**config.mk**
```make
export PLATFORM = sky130hd
export DESIGN_NAME = qspi_mem_ctrl_flat
export DESIGN_NICKNAME = d
export VERILOG_FILES = /design/src/rtl/qspi_pkg.sv /design/src/rtl/qspi_mem_ctrl_if.sv /design/src/rtl/qspi_nibble_shifter.sv /design/src/rtl/qspi_mem_ctrl.sv /design/src/flat_wrapper.sv
export SDC_FILE = /design/constraint.sdc
export NUM_CORES = 1
export LEC_CHECK = 0
export BUFFER_PORTS_ARGS = -buffer_cell sky130_fd_sc_hd__buf_2
export CAP_MARGIN = 20
export CORE_UTILIZATION = 60
export CTS_CLUSTER_SIZE = 12
export DETAILED_ROUTE_END_ITERATION = 12
export GPL_ROUTABILITY_DRIVEN = 0
export PLACE_DENSITY = 0.95
export SLEW_MARGIN = 10
export SYNTH_ARGS = -nofsm -noshare
export SYNTH_HDL_FRONTEND = slang
export SYNTH_SLANG_ARGS = --single-unit
```
**constraint.sdc**
```tcl
create_clock -name clk -period 6.5 [get_ports clk]
set_input_delay 1.3 -clock clk [delete_from_list [all_inputs] [get_ports clk]]
set_output_delay 1.3 -clock clk [all_outputs]
set_load 0.03 [all_outputs]
```
**src/rtl/qspi_pkg.sv**
```systemverilog
// +----------------------------------------------------------------------+
// | qspi_pkg : shared types, opcodes and beat counts for qspi_mem_ctrl   |
// | Revision : 1.0                                                       |
// +----------------------------------------------------------------------+
`default_nettype none

package qspi_pkg;

  typedef enum logic [2:0] {
    ST_IDLE    = 3'd0,
    ST_CMD     = 3'd1,
    ST_ADDR    = 3'd2,
    ST_DUMMY   = 3'd3,
    ST_DATA_RD = 3'd4,
    ST_DATA_WR = 3'd5,
    ST_DONE    = 3'd6
  } state_t;

  localparam logic [7:0] DEF_CMD_READ  = 8'hEB;
  localparam logic [7:0] DEF_CMD_WRITE = 8'h38;

  localparam int CMD_Q      = 2;
  localparam int CMD_S      = 8;
  localparam int ADDR_BEATS = 6;
  localparam int DATA_BEATS = 8;

  // 00->4, 01->6, 10->8, 11->10 dummy beats
  function automatic logic [3:0] dummy_beats(input logic [1:0] lat);
    return 4'd4 + {1'b0, lat, 1'b0};
  endfunction

  function automatic logic [31:0] byte_swap(input logic [31:0] w);
    return {w[7:0], w[15:8], w[23:16], w[31:24]};
  endfunction

endpackage

`default_nettype wire

```
**src/rtl/qspi_mem_ctrl_if.sv**
```systemverilog
// +----------------------------------------------------------------------+
// | qspi_mem_ctrl_if : SoC-side request/response bus of qspi_mem_ctrl    |
// | Revision : 1.0                                                       |
// +----------------------------------------------------------------------+
`default_nettype none

interface qspi_mem_ctrl_if #(
  parameter int ADDR_W = 24
);
  logic              req_valid;
  logic              req_ready;
  logic              req_we;
  logic [1:0]        req_cs;
  logic [ADDR_W-1:0] req_addr;
  logic [31:0]       req_wdata;
  logic              rsp_valid;
  logic              rsp_err;
  logic [31:0]       rsp_rdata;

  modport master (
    output req_valid, req_we, req_cs, req_addr, req_wdata,
    input  req_ready, rsp_valid, rsp_err, rsp_rdata
  );

  modport slave (
    input  req_valid, req_we, req_cs, req_addr, req_wdata,
    output req_ready, rsp_valid, rsp_err, rsp_rdata
  );
endinterface

`default_nettype wire

```
**src/rtl/qspi_nibble_shifter.sv**
```systemverilog
// +----------------------------------------------------------------------+
// | qspi_nibble_shifter : 32-bit nibble shifter, little-endian bytes,    |
// | high nibble first within each byte.  Revision : 1.0                  |
// +----------------------------------------------------------------------+
`default_nettype none

module qspi_nibble_shifter
  import qspi_pkg::*;
(
  input  logic        clk,
  input  logic        rst_n,
  input  logic        load,
  input  logic [31:0] load_data,
  input  logic        shift_out,
  input  logic        shift_in,
  input  logic [3:0]  nib_in,
  output logic [3:0]  nib_out,
  output logic [31:0] rd_word
);
  // Byte-swapped storage turns the wire order into plain MSB-first nibbles
  logic [31:0] sh;

  always_ff @(posedge clk or negedge rst_n) begin
    if (!rst_n) begin
      sh <= '0;
    end else if (load) begin
      sh <= byte_swap(load_data);
    end else if (shift_in) begin
      sh <= {sh[27:0], nib_in};
    end else if (shift_out) begin
      sh <= {sh[27:0], 4'h0};
    end
  end

  assign nib_out = sh[31:28];
  // Includes the nibble being sampled now, so the word is complete on the last beat
  assign rd_word = byte_swap({sh[27:0], nib_in});

endmodule

`default_nettype wire

```
**src/rtl/qspi_mem_ctrl.sv**
```systemverilog
// +----------------------------------------------------------------------+
// | qspi_mem_ctrl : 32-bit word requests to quad-SPI PSRAM/flash cycles  |
// | Revision : 1.0                                                       |
// +----------------------------------------------------------------------+
`default_nettype none

module qspi_mem_ctrl
  import qspi_pkg::*;
#(
  parameter int         ADDR_W    = 24,
  parameter int         NUM_CS    = 3,
  parameter logic [7:0] CMD_READ  = DEF_CMD_READ,
  parameter logic [7:0] CMD_WRITE = DEF_CMD_WRITE
)(
  input  logic              clk,
  input  logic              rst_n,
  qspi_mem_ctrl_if.slave    bus,
  input  logic              init_qspicmd,
  input  logic [1:0]        init_latency,
  output logic              sck,
  output logic [NUM_CS-1:0] ce_n,
  output logic [3:0]        sio_o,
  input  logic [3:0]        sio_i,
  output logic              sio_en
);
  localparam int         HDR_W     = 8 + ADDR_W;
  localparam logic [3:0] ADDR_LAST = 4'(ADDR_W / 4 - 1);
  localparam logic [3:0] DATA_LAST = 4'(DATA_BEATS - 1);

  state_t            state;
  logic              phase;
  logic [3:0]        beat;
  logic [3:0]        dummy_last;
  logic              we_q;
  logic              qcmd_q;
  logic [HDR_W-1:0]  hdr;
  logic [NUM_CS-1:0] cs_sel;
  logic              cs_ok;
  logic              accept;
  logic [HDR_W-1:0]  hdr_init;
  logic [3:0]        cmd_last;
  logic              shift_out;
  logic              shift_in;
  logic [3:0]        nib_out;
  logic [31:0]       rd_word;

  always_comb begin
    cs_sel = '0;
    for (int i = 0; i < NUM_CS; i++) begin
      if (int'(bus.req_cs) == i) cs_sel[i] = 1'b1;
    end
    cs_ok = int'(bus.req_cs) < NUM_CS;
  end

  assign accept    = (state == ST_IDLE) && bus.req_valid && bus.req_ready;
  assign hdr_init  = {bus.req_we ? CMD_WRITE : CMD_READ, bus.req_addr};
  assign cmd_last  = qcmd_q ? 4'(CMD_Q - 1) : 4'(CMD_S - 1);
  // Both act on the edge that ends phase H
  assign shift_in  = phase && (state == ST_DATA_RD);
  assign shift_out = phase && (((state == ST_ADDR) && (beat == ADDR_LAST) && we_q) ||
                               ((state == ST_DATA_WR) && (beat != DATA_LAST)));

  qspi_nibble_shifter u_shifter (
    .clk       (clk),
    .rst_n     (rst_n),
    .load      (accept),
    .load_data (bus.req_wdata),
    .shift_out (shift_out),
    .shift_in  (shift_in),
    .nib_in    (sio_i),
    .nib_out   (nib_out),
    .rd_word   (rd_word)
  );

  always_ff @(posedge clk or negedge rst_n) begin
    if (!rst_n) begin
      state         <= ST_IDLE;
      phase         <= 1'b0;
      beat          <= '0;
      dummy_last    <= '0;
      we_q          <= 1'b0;
      qcmd_q        <= 1'b0;
      hdr           <= '0;
      sck           <= 1'b0;
      ce_n          <= '1;
      sio_o         <= '0;
      sio_en        <= 1'b0;
      bus.req_ready <= 1'b0;
      bus.rsp_valid <= 1'b0;
      bus.rsp_err   <= 1'b0;
      bus.rsp_rdata <= '0;
    end else begin
      bus.rsp_valid <= 1'b0;
      bus.rsp_err   <= 1'b0;
      case (state)
        ST_IDLE: begin
          bus.req_ready <= 1'b1;
          if (accept) begin
            bus.req_ready <= 1'b0;
            we_q          <= bus.req_we;
            qcmd_q        <= init_qspicmd;
            dummy_last    <= dummy_beats(init_latency) - 4'd1;
            phase         <= 1'b0;
            beat          <= '0;
            if (!cs_ok) begin
              state         <= ST_DONE;
              bus.rsp_valid <= 1'b1;
              bus.rsp_err   <= 1'b1;
            end else begin
              state  <= ST_CMD;
              ce_n   <= ~cs_sel;
              sio_en <= 1'b1;
              if (init_qspicmd) begin
                sio_o <= hdr_init[HDR_W-1 -: 4];
                hdr   <= hdr_init << 4;
              end else begin
                sio_o <= {3'b111, hdr_init[HDR_W-1]};
                hdr   <= hdr_init << 1;
              end
            end
          end
        end

        ST_DONE: begin
          state         <= ST_IDLE;
          bus.req_ready <= 1'b1;
        end

        default: begin
          if (!phase) begin
            phase <= 1'b1;
            sck   <= 1'b1;
          end else begin
            phase <= 1'b0;
            sck   <= 1'b0;
            beat  <= beat + 4'd1;
            case (state)
              ST_CMD: begin
                if (beat == cmd_last) begin
                  state <= ST_ADDR;
                  beat  <= '0;
                  sio_o <= hdr[HDR_W-1 -: 4];
                  hdr   <= hdr << 4;
                end else if (qcmd_q) begin
                  sio_o <= hdr[HDR_W-1 -: 4];
                  hdr   <= hdr << 4;
                end else begin
                  sio_o <= {3'b111, hdr[HDR_W-1]};
                  hdr   <= hdr << 1;
                end
              end
              ST_ADDR: begin
                if (beat == ADDR_LAST) begin
                  beat <= '0;
                  if (we_q) begin
                    state <= ST_DATA_WR;
                    sio_o <= nib_out;
                  end else begin
                    state  <= ST_DUMMY;
                    sio_en <= 1'b0;
                    sio_o  <= '0;
                  end
                end else begin
                  sio_o <= hdr[HDR_W-1 -: 4];
                  hdr   <= hdr << 4;
                end
              end
              ST_DUMMY: begin
                if (beat == dummy_last) begin
                  state <= ST_DATA_RD;
                  beat  <= '0;
                end
              end
              ST_DATA_RD: begin
                if (beat == DATA_LAST) begin
                  state         <= ST_DONE;
                  ce_n          <= '1;
                  bus.rsp_valid <= 1'b1;
                  bus.rsp_rdata <= rd_word;
                end
              end
              ST_DATA_WR: begin
                if (beat == DATA_LAST) begin
                  state         <= ST_DONE;
                  ce_n          <= '1;
                  sio_en        <= 1'b0;
                  sio_o         <= '0;
                  bus.rsp_valid <= 1'b1;
                end else begin
                  sio_o <= nib_out;
                end
              end
              default: state <= ST_IDLE;
            endcase
          end
        end
      endcase
    end
  end

endmodule

`default_nettype wire

```
**src/flat_wrapper.sv**
```systemverilog
// flat-port wrapper written by rule: the top's interface ports become plain ports
module qspi_mem_ctrl_flat import qspi_pkg::*;
#(
  parameter int         ADDR_W    = 24,
  parameter int         NUM_CS    = 3,
  parameter logic [7:0] CMD_READ  = DEF_CMD_READ,
  parameter logic [7:0] CMD_WRITE = DEF_CMD_WRITE
)
  (clk, rst_n, init_qspicmd, init_latency, sck, ce_n, sio_o, sio_i, sio_en, bus_req_valid, bus_req_we, bus_req_cs, bus_req_addr, bus_req_wdata, bus_req_ready, bus_rsp_valid, bus_rsp_err, bus_rsp_rdata);
  qspi_mem_ctrl_if #(.ADDR_W(ADDR_W)) bus_i ();
  input  logic clk;
  input  logic rst_n;
  input  logic init_qspicmd;
  input  logic [1:0] init_latency;
  output logic sck;
  output logic [NUM_CS-1:0] ce_n;
  output logic [3:0] sio_o;
  input  logic [3:0] sio_i;
  output logic sio_en;
  input wire logic [$bits(bus_i.req_valid)-1:0] bus_req_valid;
  input wire logic [$bits(bus_i.req_we)-1:0] bus_req_we;
  input wire logic [$bits(bus_i.req_cs)-1:0] bus_req_cs;
  input wire logic [$bits(bus_i.req_addr)-1:0] bus_req_addr;
  input wire logic [$bits(bus_i.req_wdata)-1:0] bus_req_wdata;
  output wire logic [$bits(bus_i.req_ready)-1:0] bus_req_ready;
  output wire logic [$bits(bus_i.rsp_valid)-1:0] bus_rsp_valid;
  output wire logic [$bits(bus_i.rsp_err)-1:0] bus_rsp_err;
  output wire logic [$bits(bus_i.rsp_rdata)-1:0] bus_rsp_rdata;
  assign bus_i.req_valid = bus_req_valid;
  assign bus_i.req_we = bus_req_we;
  assign bus_i.req_cs = bus_req_cs;
  assign bus_i.req_addr = bus_req_addr;
  assign bus_i.req_wdata = bus_req_wdata;
  assign bus_req_ready = bus_i.req_ready;
  assign bus_rsp_valid = bus_i.rsp_valid;
  assign bus_rsp_err = bus_i.rsp_err;
  assign bus_rsp_rdata = bus_i.rsp_rdata;
  qspi_mem_ctrl #(.ADDR_W(ADDR_W), .NUM_CS(NUM_CS), .CMD_READ(CMD_READ), .CMD_WRITE(CMD_WRITE)) u_core (.clk(clk), .rst_n(rst_n), .bus(bus_i), .init_qspicmd(init_qspicmd), .init_latency(init_latency), .sck(sck), .ce_n(ce_n), .sio_o(sio_o), .sio_i(sio_i), .sio_en(sio_en));
endmodule
```
==> results.cfg <==
[clock_tree]
cts_tree = yes
cts_buffers = 17
root_buffer = clkbuf_8
ctsResizeCount = 0
insertion_delay_ns = 0.52
clkTransAtPathRegs_ns = 0.07
clk_path_buf_depth = 2
ctsHoldBuffers = 0
post-cts-setup-buffers = 0
htree_levels = 4
clock-sinks = 121

[routing]
wl_per_cell_um = 18.8
vias = 5371
viasPerCell = 6.37
drtPass1Iterations = 6
routed_wl_um = 15800
drtIter0Drc = 509
drc = 0
detail-route-antenna-nets = 0

[die]
initial_core_util = 0.622
rows = 36
dieArea_mm2 = 0.0106
top_level_ports = 113
coreArea_mm2 = 0.00982
die_x_um = 103
die-height_um = 103

[synthesis]
async_flop_share = 1.00
synth_cell_types = 56
synth_area_leaders = dfrtp_1 (48%), mux2i_1 (8.2%), mux2_2 (7.0%), nand2_1 (6.2%), o21ai_0 (5.7%)
yosysTopAreaCellShare = 0.483
ys_seq_area_frac = 0.496
netlist_area_mm2 = 0.00611
yosysMostFrequentCell = dfrtp_1
synth_top_cell_by_area = dfrtp_1
synth_top_flop_cell = dfrtp_1
synth.net_count = 674
synth_commonest_cells = dfrtp_1 (118), nand2_1 (101), o21ai_0 (70)
synth_cells = 600
synth_edf_count = 0
synth_area_per_cell_um2 = 10.2
ys_ff_latch = 121
yosysWarnings = 0

[timing]
setup_viol = 0
skew_ns = 0.0101
finalCritPeriodShare = 0.574
fin_crit_ns = 3.73
relSlewSlack = 0.251
final-hold-violation-count = 0
tightest_slew_ns = 1.11
whs_ns = 0.492
setup_slack_ns = 2.77
report.final.slew_viol_count = 0
tns_ns = 0
fmax_mhz = 268
rsz0062_at_grt = false

[power]
combPwrFrac = 0.383
swShare = 0.429
power.internal_mw = 2.01
pwr_density_cell_mw_per_mm2 = 483
power.switching_mw = 1.51
finalPower_mw = 3.52
clkPwrFrac = 0.252
leakagePower_nw = 3.40
vdd_ir_drop_max_mv = 0.257
seqPwrFrac = 0.364

[global_route]
grt_max_degree = 77
grt_overflow_total = 0
grt_pass1_wl_um = 25400
grt_use_total = 0.316
antenna_found_initial = 1
grt_pass1_vias = 5155

[critical_path]
criticalPathCategory = reg2reg
worstSetupEndpointType = register
crit_path_max_fanout = 32
r2r_cells = 5
arrival_ns = 4.16
start_kind = register
crit_required_ns = 6.92

[finish]
antenna_cells = 0
fin_cells = 843
post-route-util = 0.744
nNetsFinal = 771
final_cell_area_mm2 = 0.00730
drive_gt1_frac = 0.282
area_growth_pct = 19.5

[place]
dpl_cell_area_mm2 = 0.00673
portBuffers = 112
place_ws_ns = 3.12
hpwlAfterDp_um = 10600
placed_cells = 811

[worst_hold_path]
holdPathStages = 1
hp-class = reg2reg

[run]
drv_cap = 0

[outcome]
status = completed
-- layout by cell type, fill, tap and decap left out, drive strengths merged, types with 7 or more instances in the layout --
| cell | instances |
|---|---|
| inv | 22 |
| nor2 | 24 |
| nor3 | 7 |
| clkbuf | 17 |
| a21oi | 13 |
| nand2 | 101 |
| nand3 | 8 |
| dfrtp | 118 |
| mux2i | 50 |
| o221ai | 24 |
| mux2 | 38 |
| buf | 118 |
| o21ai | 70 |
-- critical path, cell delays in order, from the launching register on --
cell      delay [ns]
dfrtp_1         0.92
or2_2           0.30
nand3_1         0.73
nand2_1         1.07
o221ai_1        0.33
o21ai_0         0.28
-- cell families after synthesis --
kind of cell             synth area share
multiplexers                        0.152
AND/OR/NAND/NOR                     0.121
flip-flops                          0.496
XOR/XNOR                          0.00573
AO/OA/AOI/OAI                       0.179
adder cells (fa/ha/maj)            0.0102
buffers and inverters              0.0360
-- power groups by stage --
stage,clock network [mW],registers [mW],logic (mW)
5_1_grt,0.933,1.31,1.49
4_1_cts,0.897,1.27,1.33
2_1_floorplan,0,1.23,0.992
3_3_place_gp,0,1.26,1.22
6_report,0.890,1.28,1.35
3_5_place_dp,0,1.28,1.30
-- routing by layer --
| metal | track usage | routed length (um) |
|---|---|---|
| met4 | 0.166 | 718 |
| met3 | 0.0854 | 1350 |
| met5 | 0 | 10 |
| met1 | 0.380 | 5930 |
| met2 | 0.524 | 7830 |
-- worst paths after layout --
path / slack (ns) / start / endpoint
max reg2reg: 2.77 / u_core.state[0]$_DFFE_PN0P_ / u_core.hdr[19]$_DFFE_PN0P_
min: 0.49 / u_core.dummy_last[0]$_DFFE_PN0P_ / u_core.dummy_last[0]$_DFFE_PN0P_
max in group asynchronous: 4.33 / rst_n / u_core.dummy_last[0]$_DFFE_PN0P_
max: 2.77 / u_core.state[0]$_DFFE_PN0P_ / u_core.hdr[19]$_DFFE_PN0P_
min in group asynchronous: 0.79 / rst_n / u_core.sio_en$_DFFE_PN0P_
min reg2reg: 0.49 / u_core.dummy_last[0]$_DFFE_PN0P_ / u_core.dummy_last[0]$_DFFE_PN0P_
-- final cells by class --
class	instances	area, um^2
clock inverters	15	155
clock buffers	17	414
flip-flops and latches	121	3030
repair buffers	118	608
well taps	133	166
fillers	617	2520
multi-input cells	425	2880
inverters	14	52.6
-- flip-flops by register name (all words and copies together), names as in the netlist, 3 cells and up --
| name | count |
|---|---|
| u_core.beat | 4 |
| u_core.state | 3 |
| u_core.sio_o | 4 |
| u_core.dummy_last | 4 |
| u_core.u_shifter.sh | 32 |
| u_core.hdr | 31 |
| u_core.ce_n | 3 |
| u_core.bus.rsp_rdata | 32 |
Power figures use the tool's default switching activity.
